$ cat src/rtl/sram_arb_pkg.sv
// Shared types and helpers for the SRAM port arbiter.
package sram_arb_pkg;

  localparam int unsigned MAX_REQ = 4;
  localparam int unsigned DATA_W  = 32;

  typedef logic [$clog2(MAX_REQ)-1:0] req_id_t;

  typedef enum logic {
    ARB_IDLE  = 1'b0,
    ARB_GRANT = 1'b1
  } arb_state_t;

  // Single-step modulo wrap; idx is always < 2*num where it is used.
  function automatic int unsigned rr_wrap(input int unsigned idx, input int unsigned num);
    return (idx >= num) ? (idx - num) : idx;
  endfunction

endpackage

$ cat src/rtl/arb_id_fifo.sv
// In-order FIFO of requester IDs for reads awaiting their data beat.
module arb_id_fifo #(
  parameter int unsigned DEPTH = 4,
  parameter int unsigned W     = 1
) (
  input  logic         clock,
  input  logic         reset,
  input  logic         push,
  input  logic         pop,
  input  logic [W-1:0] din,
  output logic [W-1:0] dout,
  output logic         full,
  output logic         empty
);

  localparam int unsigned AW = $clog2(DEPTH);
  localparam int unsigned PW = AW + 1;

  logic [PW-1:0] r_wr_ptr;
  logic [PW-1:0] r_rd_ptr;
  logic [W-1:0]  r_mem [DEPTH];
  logic          w_do_push;
  logic          w_do_pop;

  // Extra pointer MSB distinguishes full from empty when the indices match.
  assign full      = (r_wr_ptr[AW] != r_rd_ptr[AW]) && (r_wr_ptr[AW-1:0] == r_rd_ptr[AW-1:0]);
  assign empty     = (r_wr_ptr == r_rd_ptr);
  assign w_do_push = push & ~full;
  assign w_do_pop  = pop & ~empty;
  assign dout      = r_mem[r_rd_ptr[AW-1:0]];

  // Pointer update; a simultaneous push and pop leaves occupancy unchanged.
  always_ff @(posedge clock) begin
    if (!reset) begin
      r_wr_ptr <= '0;
      r_rd_ptr <= '0;
    end else begin
      if (w_do_push) r_wr_ptr <= r_wr_ptr + PW'(1);
      if (w_do_pop)  r_rd_ptr <= r_rd_ptr + PW'(1);
    end
  end

  // Storage write; contents need no reset because the pointers gate visibility.
  always_ff @(posedge clock) begin
    if (w_do_push) r_mem[r_wr_ptr[AW-1:0]] <= din;
  end

endmodule

$ cat src/rtl/sram_port_arbiter.sv
// Round-robin arbiter sharing one SRAM bus adapter port among NUM_REQ requesters,
// with in-order routing of returning read data back to the issuing requester.
module sram_port_arbiter
  import sram_arb_pkg::*;
#(
  parameter int unsigned NUM_REQ  = 2,
  parameter int unsigned ID_DEPTH = 4,
  parameter int unsigned ADDR_W   = 26
) (
  input  logic                        clock,
  input  logic                        reset,
  input  logic [NUM_REQ-1:0]          req_read,
  input  logic [NUM_REQ-1:0]          req_write,
  input  logic [NUM_REQ*ADDR_W-1:0]   req_address,
  input  logic [NUM_REQ*DATA_W-1:0]   req_writedata,
  output logic [NUM_REQ-1:0]          req_waitrequest,
  output logic [DATA_W-1:0]           req_readdata,
  output logic [NUM_REQ-1:0]          req_readdatavalid,
  output logic [ADDR_W-1:0]           mst_address,
  output logic                        mst_read,
  output logic                        mst_write,
  output logic [DATA_W-1:0]           mst_writedata,
  input  logic                        mst_waitrequest,
  input  logic [DATA_W-1:0]           mst_readdata,
  input  logic                        mst_readdatavalid,
  output logic                        err_unexpected
);

  localparam int unsigned ID_W = (NUM_REQ > 1) ? $clog2(NUM_REQ) : 1;

  arb_state_t        r_state;
  arb_state_t        w_state_nxt;
  logic [ID_W-1:0]   r_gnt;
  logic [ID_W-1:0]   w_gnt_nxt;
  logic [ID_W-1:0]   r_rr_ptr;
  logic [ID_W-1:0]   w_rr_nxt;
  logic              r_err;

  logic [NUM_REQ-1:0] w_elig;
  logic [ID_W-1:0]    w_pick;
  logic               w_any;
  logic               w_acc;
  logic               w_push;
  logic               w_pop;
  logic               w_fifo_full;
  logic               w_fifo_empty;
  logic [ID_W-1:0]    w_fifo_dout;

  logic [ADDR_W-1:0]  w_addr  [NUM_REQ];
  logic [DATA_W-1:0]  w_wdata [NUM_REQ];

  // Split the flattened request buses into per-requester lanes.
  always_comb begin
    for (int unsigned i = 0; i < NUM_REQ; i++) begin
      w_addr[i]  = req_address[i*ADDR_W +: ADDR_W];
      w_wdata[i] = req_writedata[i*DATA_W +: DATA_W];
    end
  end

  // Reads are held off while every ID slot is in use; writes never are.
  assign w_elig = req_write | (req_read & {NUM_REQ{~w_fifo_full}});

  // First eligible requester at or after the round-robin pointer.
  always_comb begin
    int unsigned v_idx;
    v_idx  = 0;
    w_pick = '0;
    w_any  = 1'b0;
    for (int unsigned k = 0; k < NUM_REQ; k++) begin
      v_idx = rr_wrap(32'(r_rr_ptr) + k, NUM_REQ);
      if (!w_any && w_elig[ID_W'(v_idx)]) begin
        w_any  = 1'b1;
        w_pick = ID_W'(v_idx);
      end
    end
  end

  // Arbiter next state and master-side muxing.
  always_comb begin
    w_state_nxt     = r_state;
    w_gnt_nxt       = r_gnt;
    w_rr_nxt        = r_rr_ptr;
    w_push          = 1'b0;
    w_acc           = 1'b0;
    req_waitrequest = '1;
    mst_read        = 1'b0;
    mst_write       = 1'b0;
    mst_address     = w_addr[r_gnt];
    mst_writedata   = w_wdata[r_gnt];
    case (r_state)
      ARB_IDLE: begin
        if (w_any) begin
          w_gnt_nxt   = w_pick;
          w_state_nxt = ARB_GRANT;
        end
      end
      ARB_GRANT: begin
        // Write wins when a requester raises both strobes.
        mst_write              = req_write[r_gnt];
        mst_read               = req_read[r_gnt] & ~req_write[r_gnt];
        req_waitrequest[r_gnt] = mst_waitrequest;
        w_acc                  = (mst_read | mst_write) & ~mst_waitrequest;
        if (w_acc) begin
          w_push      = mst_read;
          w_rr_nxt    = ID_W'(rr_wrap(32'(r_gnt) + 32'd1, NUM_REQ));
          w_state_nxt = ARB_IDLE;
        end else if (!(mst_read | mst_write)) begin
          w_state_nxt = ARB_IDLE;
        end
      end
      default: w_state_nxt = ARB_IDLE;
    endcase
  end

  // Arbiter state, current grant and round-robin pointer.
  always_ff @(posedge clock) begin
    if (!reset) begin
      r_state  <= ARB_IDLE;
      r_gnt    <= '0;
      r_rr_ptr <= '0;
    end else begin
      r_state  <= w_state_nxt;
      r_gnt    <= w_gnt_nxt;
      r_rr_ptr <= w_rr_nxt;
    end
  end

  // Route each returning read beat to the oldest outstanding requester.
  always_comb begin
    req_readdatavalid = '0;
    w_pop             = mst_readdatavalid & ~w_fifo_empty;
    if (w_pop) req_readdatavalid[w_fifo_dout] = 1'b1;
  end

  assign req_readdata = mst_readdata;

  // Sticky flag for a read beat arriving with nothing outstanding.
  always_ff @(posedge clock) begin
    if (!reset) begin
      r_err <= 1'b0;
    end else if (mst_readdatavalid && w_fifo_empty) begin
      r_err <= 1'b1;
    end
  end

  assign err_unexpected = r_err;

  arb_id_fifo #(
    .DEPTH (ID_DEPTH),
    .W     (ID_W)
  ) u_id_fifo (
    .clock (clock),
    .reset (reset),
    .push  (w_push),
    .pop   (w_pop),
    .din   (r_gnt),
    .dout  (w_fifo_dout),
    .full  (w_fifo_full),
    .empty (w_fifo_empty)
  );

endmodule

$ cat config.mk
export PLATFORM = sky130hd
export DESIGN_NAME = sram_port_arbiter
export DESIGN_NICKNAME = d
export VERILOG_FILES = /design/src/rtl/sram_arb_pkg.sv /design/src/rtl/arb_id_fifo.sv /design/src/rtl/sram_port_arbiter.sv
export SDC_FILE = /design/constraint.sdc
export NUM_CORES = 1
export LEC_CHECK = 0
export ABC_AREA = 1
export BUFFER_PORTS_ARGS = -buffer_cell sky130_fd_sc_hd__buf_2
export CAP_MARGIN = 40
export CORE_AREA = 4 4 96 98
export CTS_CLUSTER_DIAMETER = 40
export DETAILED_ROUTE_END_ITERATION = 8
export DIE_AREA = 0 0 100 102
export PLACE_DENSITY = 0.69
export SYNTH_ARGS = -nofsm -noshare
export SYNTH_HDL_FRONTEND = slang
export SYNTH_SLANG_ARGS = --single-unit
$ cat constraint.sdc
create_clock -name clock -period 2.4 [get_ports clock]
set_input_delay 0.24 -clock clock [delete_from_list [all_inputs] [get_ports clock]]
set_output_delay 0.24 -clock clock [all_outputs]
set_load 0.05 [all_outputs]
; ---- Word level (Yosys, flattened, before mapping)
; Memory sizes are Yosys's and may differ from the RTL's. A register that Yosys moved wholly into a read port is not among the register bits.
; Cells that the tools add are included.
[totals]
ff_bits = 10
mem_bits_rw = 4
in_bits = 156
out_inout_bits = 97
word_cells = 90
memories = 1
[memory_table]
columns = memory, depth, width, read_ports, rd_ports_with_merged_regs, write_ports, line_no
row1 = u_id_fifo.r_mem, 4, 1, 1, 1, 1, arb_id_fifo.sv:21  ; logic [W-1:0] r_mem [DEPTH];
[classes]
n_addsub = 7
order_cmp = 10
eq_ne = 3
muxes = 39
bitwise = 16
reduce_logical = 8
[op_table]
columns = operator, n
row1 = 32-bit 2-to-1 mux, 3
row2 = 26-bit 2-to-1 mux, 3
row3 = 1-bit 2-to-1 mux, 26
row4 = 1-bit by 2-bit < comparator with 1-bit output (second input constant), 4
row5 = 2-bit 2-to-1 mux, 4
row6 = 3-bit by 1-bit adder with 3-bit output (second input constant), 2
row7 = 2-bit >= comparator (second input constant), 3
row8 = 1-bit bitwise AND, 5
row9 = 1-bit logical AND, 5
row10 = 1-bit NOT, 5
row11 = 1-bit by 1-bit adder with 2-bit output (second input constant), 2
row12 = 2-bit bitwise OR, 2
row13 = 2-bit AND reduction, 2
row14 = 3-bit == test, 1
row15 = 1-bit subtractor (second input constant), 3
row16 = 2-bit bitwise AND, 1
row17 = 1-bit demux with 1-bit select, 2
row18 = 2-bit == test, 1
row19 = 1-bit >= comparator (second input constant), 2
row20 = 1-bit by 2-bit >= comparator with 1-bit output (second input constant), 1
row21 = 1-bit NOT with 2-bit output, 1
row22 = 2-bit NOT, 1
row23 = 1-bit case mux with 2 select lines, 1
row24 = 1-bit logical NOT, 1
row25 = 2 further kinds, 2

; ---- Logic depth before layout (Yosys ltp)
; Gate-level depths: netlist of run 1.
[logic_depth]
ltp_word = 13
depth_mapped = 9
ltp_nobuf = 9

; ---- By module
; Synthesis of run 1 repeated with hierarchy kept, for this count alone.
[hier_totals]
cells_unflattened = 350
area_unflattened_um2 = 1890.6
[modules_own_cells]
columns = module, instances, cells_per_inst, area_per_inst_um2, seq_area_each_um2
row1 = sram_port_arbiter, 1, 265, 1238.7, 80.1
row2 = arb_id_fifo, 1, 85, 651.9, 280.3

; ---- Least setup slack after synthesis of run 1
; Ideal clock, no wire load.
[synth_timing]
path_type = reg2out
start = register u_id_fifo.r_wr_ptr[0]
end = output port req_readdatavalid[0]
arrival_ns = 1.495
required_time_ns = 2.160
slack_ns = 0.665
stages_incl_launch_ff = 7
n_path_buf = 0
cell_sequence = dfxtp_1 inv_1 nand2_1 nand2_1 nand4_1 nand2_1 nor2_1
[synth_via]
elab_chain_cells = 4
[synth_lines]
columns = element, line_no
row1 = from (decl), arb_id_fifo.sv:19  ; logic [PW-1:0] r_wr_ptr;
row2 = from (signal assigned), arb_id_fifo.sv:38  ; if (w_do_push) r_wr_ptr <= r_wr_ptr + PW'(1);
row3 = 3-bit == test, arb_id_fifo.sv:27  ; assign empty = (r_wr_ptr == r_rd_ptr);
row4 = 1-bit NOT, sram_port_arbiter.sv:131  ; w_pop = mst_readdatavalid & ~w_fifo_empty;
row5 = 1-bit bitwise AND, sram_port_arbiter.sv:131
row6 = 2-bit 2-to-1 mux, sram_port_arbiter.sv:132  ; if (w_pop) req_readdatavalid[w_fifo_dout] = 1'b1;
row7 = to (decl), sram_port_arbiter.sv:18  ; output logic [NUM_REQ-1:0] req_readdatavalid,
; Every way passes these cells.

; ---- Final worst setup path of run 1
[layout_timing]
start = register r_gnt
end = output port mst_read
[layout_via]
elab_chain_cells = 5
elab_cells_between_ends = 7
cone_classes = mux: 5 / bitwise: 2
[layout_lines]
columns = element, line_no
row1 = from (decl), sram_port_arbiter.sv:33  ; logic [ID_W-1:0] r_gnt;
row2 = from (signal assigned), sram_port_arbiter.sv:123  ; r_gnt <= w_gnt_nxt;
row3 = 1-bit 2-to-1 mux (not written as such) (2 in series), sram_port_arbiter.sv:100  ; mst_read = req_read[r_gnt] & ~req_write[r_gnt];
row4 = 1-bit NOT, sram_port_arbiter.sv:100
row5 = 1-bit bitwise AND *, sram_port_arbiter.sv:100
row6 = 1-bit 2-to-1 mux *, sram_port_arbiter.sv:90  ; case (r_state)
row7 = to (decl), sram_port_arbiter.sv:20  ; output logic mst_read,
; Mark *: on every way between the ends. The rest lies on a longest branch, timed or not. The select of a mux whose other input is x is not followed.

==> results.cfg, run 1 <==
[setup_path]
crit_arrival_ns = 1.72
crit_slowest_cell = dfxtp_2
r2r_slack_ns = 0.75
r2r_end = u_id_fifo.r_mem[0]$_DFFE_PP_
worstSetupEndpointType = output port
required_ns = 2.16
worstRegToRegCells = 5
max_stage_delay_ns = 0.38
path_max_fanout = 38
path_common_cell = nand2_1
path_class = reg2out
worstSetupStartpointType = flip-flop
crit_buf_inv = 2
r2r_start = r_gnt$_SDFFE_PN0P_
cpLargestDelayFamily = buffers and inverters
crit_chain = buf_4, nand2_1, nand2_1, nand2_1, nor2_1, buf_2

[hold_path]
holdPathEnd = u_id_fifo.r_wr_ptr[0]$_SDFFE_PN0N_
hold_path_depth = 3
hold_path.class = in2reg
worstHoldStart = reset

[clock_network]
cts_setup_buffers = 0
cts.path.max_buffers = 2
cts_tree = yes
post_cts_resized = 0
cts_sinks = 16
clock_latency_ns = 0.25
clkSlewWorstSetupHoldPaths_ns = 0.06
ctsRootBufferMaster = clkbuf_8
htree_levels = 1
cts_buffers = 3
cts_hold_buf = 0

[floorplan]
io-pin-count = 253
core_um2 = 8470
die_x_um = 100
placementRows = 34
die_h_um = 102
start_util_pct = 21.2
dieArea_um2 = 10200

[routing]
ant_nets = 0
wl_um = 7510
drtIter0Drc = 120
drt_pass1_iterations = 4
drcViolationCount = 0
num_vias = 2447
viasPerCell = 4.18
wire_per_inst_um = 12.8

[synthesis]
syn_inst = 329
yosysSeqAreaShare_pct = 20.0
syn_avg_cell_area_um2 = 5.46
synth_seq_cells = 16
syn_area_um2 = 1800
ys_warn_count = 0
syn_nets = 490
synth_cell_types = 23

[layout]
filler_cell_count = 951
nets = 640
diodes = 0
final_util_pct = 31.2
final_area_um2 = 2640
drive_gt1_share_pct = 41.8
synthToLayoutAreaGrowth_pct = 46.8

[global_routing]
grtUsageTotal_pct = 13.1
grt_pass1_wl_um = 10700
grt_max_degree = 64
antenna_found_initial = 0
grt_pass1_vias = 2185
overflow = 0

[timing]
period_minus_slack_ns = 1.96
grt_setup_unrepaired = no
max_clock_freq_ghz = 0.510
setup_violations = 0
setup_tns_ns = 0
fin_skew_ns = 0.000734
finalCritPeriodShare_pct = 81.7
max-slew-margin-rel_pct = 71.5
fin_ws_ns = 0.440
hold_viol_final = 0
tightest_slew_ns = 0.427
drv_slew = 0

[placed_design]
place_area_um2 = 2590
place.gp.congestion = 0.791
portBuffers = 188
dp_slack_ns = 0.721
dp_hpwl_um = 6470

[power]
power_density_nw_per_um2 = 520
ir_drop_uv = 236
p_leak_nw = 1.64

[status]
status = complete, no violations

[run]
maxCapViolCount = 0
## where the power goes
part | switching (W) | leakage [nW] | internal (W)
clock network | 0.0000955 | 0.0231 | 0.000114
logic | 0.000637 | 1.48 | 0.000217
registers | 0.0000132 | 0.136 | 0.000297
total | 0.000745 | 1.64 | 0.000628
## synth_stat cells (all sizes together)
cell | n | area, um^2
o21ai | 8 | 51.3
dfxtp | 12 | 240
a32oi | 1 | 8.76
nand4 | 2 | 27.5
and3 | 1 | 6.26
edfxtp | 4 | 120
ha | 5 | 62.6
inv | 21 | 83.8
nor3b | 1 | 7.51
nand3 | 3 | 20.0
a21oi | 11 | 55.1
nor3 | 1 | 5.00
buf | 33 | 251
nand2 | 201 | 754
clkbuf | 12 | 45.0
nor2 | 13 | 58.8
## through the flow
stage                     std cells  hold slack [ns]  power [W]
final                           586            0.290    0.00137
after global routing            586            0.307    0.00146
after CTS                       586            0.293    0.00138
after detailed placement        582            0.449    0.00117
after global placement          582            0.442    0.00116
after floorplan                 329            0.378    0.00105
## cell usage in the layout, fill, tap and decap left out, types with 2 or more instances in the layout
master      n
nand2_1   201
buf_2     188
inv_1      20
a21oi_1    11
nor2_1     11
dfxtp_1    11
o21ai_0     7
ha_1        5
edfxtp_1    4
clkbuf_8    3
nand3_1     2
buf_4       2
## how the worst max path moves through the flow
stage / start / end / cells after the start
finish: r_gnt$_SDFFE_PN0P_ / mst_read / 6
global route: r_gnt$_SDFFE_PN0P_ / mst_read / 6
CTS: r_gnt$_SDFFE_PN0P_ / mst_read / 6
detailed placement: r_gnt$_SDFFE_PN0P_ / mst_read / 6
global placement: r_gnt$_SDFFE_PN0P_ / mst_read / 6
floorplan: u_id_fifo.r_wr_ptr[0]$_SDFFE_PN0N_ / req_readdatavalid[0] / 6
## metal layers
layer  part of all wire, %  GRT usage (%)
met5                     0              0
met3                   9.2           4.03
met4                  0.99           2.59
met1                    40           17.0
met2                    49           21.5
## worst min-delay path: stages
cell and delay [ns]:
buf_2 0.14, o21ai_0 0.07, a21oi_1 0.04
## cell type report
| class | count | area (um^2) | area share (%) |
|---|---|---|---|
| repair buffers | 190 | 956 | 36.2 |
| multi-input cells | 247 | 1060 | 40.1 |
| well taps | 108 | 135 | 5.12 |
| flip-flops and latches | 16 | 362 | 13.7 |
| clock inverters | 1 | 3.75 | 0.142 |
| clock buffers | 3 | 41.3 | 1.56 |
| inverters | 21 | 83.8 | 3.18 |
## cell families (layout without fill, tap and decap cells)
group | after synthesis | in the layout | share of synthesized area [%]
AOI/OAI and AO/OA | 20 | 20 | 6.40
adders and majority gates | 5 | 5 | 3.48
DFF | 16 | 16 | 20.0
and+or+nand+nor | 222 | 222 | 48.9
buffers and inverters | 66 | 215 | 21.2
Power figures use the tool's default switching activity.
==> run 2: changes to the inputs <==
- ABC_AREA: 1 -> 0
- CORE_AREA: 4 4 96 98 -> 4 4 95 97
- DIE_AREA: 0 0 100 102 -> 0 0 99 101
- PLACE_DENSITY: 0.69 -> 0.73
- clock period: 2.4 -> 1.8 ns (I/O delays scaled with it)
==> run 2 against run 1 <==
  * Synthesized cell count shrank 46%
  * Clock skew grew 0.0071 ns
  * Flip-flop and latch count is the same
  * Sequential share of layout area shrank 0.53 points
  * Via count shrank 21%
  * Non-clock buffer count grew 4
  * Synthesized area shrank 0.49%
  * Combinational power grew 13%
  * Die area shrank 2.0%
  * Hold slack lost 0.084 ns
  * Clock power grew 34%
  * First-iteration DRC count shrank 59%
==> results.cfg, run 2 <==
[timing]
finalHoldWorstSlack_ns = 0.206
grt_setup_unrepaired = no
setup_tns_ns = 0
hold_viol_final = 0
tightest_slew_ns = 0.510
drv_slew = 0
max-slew-margin-rel_pct = 65.9
setup_violations = 0
fin_skew_ns = 0.00783
max_clock_freq_ghz = 0.589
finalCritPeriodShare_pct = 94.3
period_minus_slack_ns = 1.70

[routing]
drcViolationCount = 0
num_vias = 1932
viasPerCell = 4.37
drtIter0Drc = 49
drt_pass1_iterations = 3
wl_um = 7030
wire_per_inst_um = 15.9
ant_nets = 0

[setup_path]
crit_arrival_ns = 1.52
worstSetupStartpointType = flip-flop
worstSetupEndpointType = output port
path_max_fanout = 5
path_class = reg2out
required_ns = 1.62

[synthesis]
yosysSeqAreaShare_pct = 20.1
synth_flop_cell = dfxtp_1
synth_cell_types = 38
syn_area_um2 = 1790
async_reset_ff_share_pct = 0
ys_warn_count = 0
synth_edf_count = 4
synthTopCellsByArea = mux2_2 (37%), dfxtp_1 (13%), buf_4 (13%)
yosysMostFrequentCell = mux2_2
syn_nets = 340
synth.top_cells.by_count = mux2_2 (59), buf_4 (32), dfxtp_1 (12)
synth.largest_area_cell = mux2_2
syn_inst = 179
synth_seq_cells = 16
synth_top_area_share_pct = 37.1
syn_avg_cell_area_um2 = 10.0

[power]
ir_drop_uv = 209
power_density_nw_per_um2 = 597
p_leak_nw = 1.36

[global_routing]
overflow = 0
top_usage_layer = met2
antenna_found_initial = 0
grt_max_degree = 39
met2_usage_pct = 23.1
grt_pass1_vias = 2054
grtUsageMet1_pct = 13.0
use_met3_pct = 6.37
grt_pass1_wl_um = 10200
grtUsageTotal_pct = 12.8

[placed_design]
portBuffers = 188
dp_hpwl_um = 6180
place.gp.congestion = 0.857

[run]
maxCapViolCount = 0

[clock_network]
cts_hold_buf = 0
htree_levels = 1
cts_tree = yes
clock_latency_ns = 0.25
ctsRootBufferMaster = clkbuf_8
cts_sinks = 16
cts.path.max_buffers = 2
clkSlewWorstSetupHoldPaths_ns = 0.07
cts_buffers = 3

[floorplan]
core_um2 = 8130
die_x_um = 99
dieArea_um2 = 10000
die_h_um = 101
start_util_pct = 22.0
io-pin-count = 253
placementRows = 33

[layout]
seqCellArea_um2 = 363
drive_gt1_share_pct = 81.3
final_cell_mix = buf_2 (188), mux2_2 (59), dfxtp_1 (10)
nets = 499
diodes = 0
synthToLayoutAreaGrowth_pct = 54.0
filler_cell_count = 858
multi_input_area_um2 = 1190
final_common_cell = buf_2

[status]
status = complete, no violations

[hold_path]
hold_path.class = in2reg
-- run 2: cell types whose count changed after synthesis, sizes merged, moves of 5 or more --
cell | previous run | this run
o21ai | 8 | 2
buf | 33 | 39
inv | 21 | 3
nor2 | 13 | 7
mux2 | 0 | 59
clkbuf | 12 | 1
nand2 | 201 | 4
a21oi | 11 | 4
xor2 | 0 | 5
-- run 2: area by class of cell --
class / count / area share [%]
multi-input combinational: 119 / 43.2
sequential: 16 / 13.2
clock inverter: 1 / 0.136
clock buffer: 3 / 1.50
timing repair buffer: 194 / 36.7
inverter: 4 / 0.545
tap: 105 / 4.77
-- run 2: critical path: stages (launching register included) --
cell     delay, ns
dfxtp_1       0.47
xor2_2        0.30
o31ai_4       0.12
nor2_2        0.11
buf_2         0.26
-- run 2: stage by stage --
step                total power (W)  worst slack (ns)  cells  util (%)  instance area [um^2]
CTS                         0.00166            0.0727    441      33.5                  2730
floorplan                   0.00126             0.166    179         -                  1790
finish                      0.00164             0.102    442      33.9                  2760
detailed placement          0.00137             0.229    437      32.7                  2660
global placement            0.00136             0.259    437      32.7                  2660
global route                0.00173           0.00992    442      33.9                  2760
-- run 2: logic make-up (layout without fill, tap and decap cells) --
| group | Yosys count | count (layout) | share of synthesized area (%) |
|---|---|---|---|
| adder cells (fa/ha/maj) | 5 | 5 | 3.50 |
| multiplexers | 63 | 63 | 40.1 |
| flip-flops | 16 | 16 | 20.1 |
| XOR/XNOR | 6 | 6 | 2.94 |
| AO/OA/AOI/OAI | 18 | 18 | 8.95 |
| buffers and inverters | 44 | 202 | 16.0 |
| AND/OR/NAND/NOR | 27 | 27 | 8.39 |
-- run 2: power breakdown --
part	internal, W	total [W]	leakage, nW	switching, W
combinational	0.000332	0.000967	1.21	0.000635
sequential	0.000381	0.000396	0.136	0.0000149
clock	0.000151	0.000281	0.0231	0.000130
total	0.000865	0.00164	1.36	0.000779
-- run 2: worst paths after layout --
| kind | start | to | slack (ns) | cells past startpoint |
|---|---|---|---|---|
| worst max-delay path | u_id_fifo.r_wr_ptr[1]$_SDFFE_PN0N_ | req_readdatavalid[0] | 0.10 | 4 |
| worst min-delay path | reset | r_state$_SDFF_PN0_ | 0.21 | 2 |
| worst max register to register | u_id_fifo.r_wr_ptr[1]$_SDFFE_PN0N_ | r_gnt$_SDFFE_PN0P_ | 0.14 | 5 |
| worst min register to register | err_unexpected$_SDFFE_PN0P_ | err_unexpected$_SDFFE_PN0P_ | 0.48 | 2 |
-- run 2: per-layer routing --
| metal | routed length, um | part of all wire [%] |
|---|---|---|
| met5 | 0 | 0 |
| met4 | 106 | 1.5 |
| met3 | 867 | 12 |
| met2 | 3730 | 53 |
| met1 | 2330 | 33 |
-- run 2: repair_timing --
item	4_1_cts	5_1_grt
buffers inserted	0	1
endpoints found under the setup margin	2	2
gates resized for setup	3	3
pin swaps	0	2
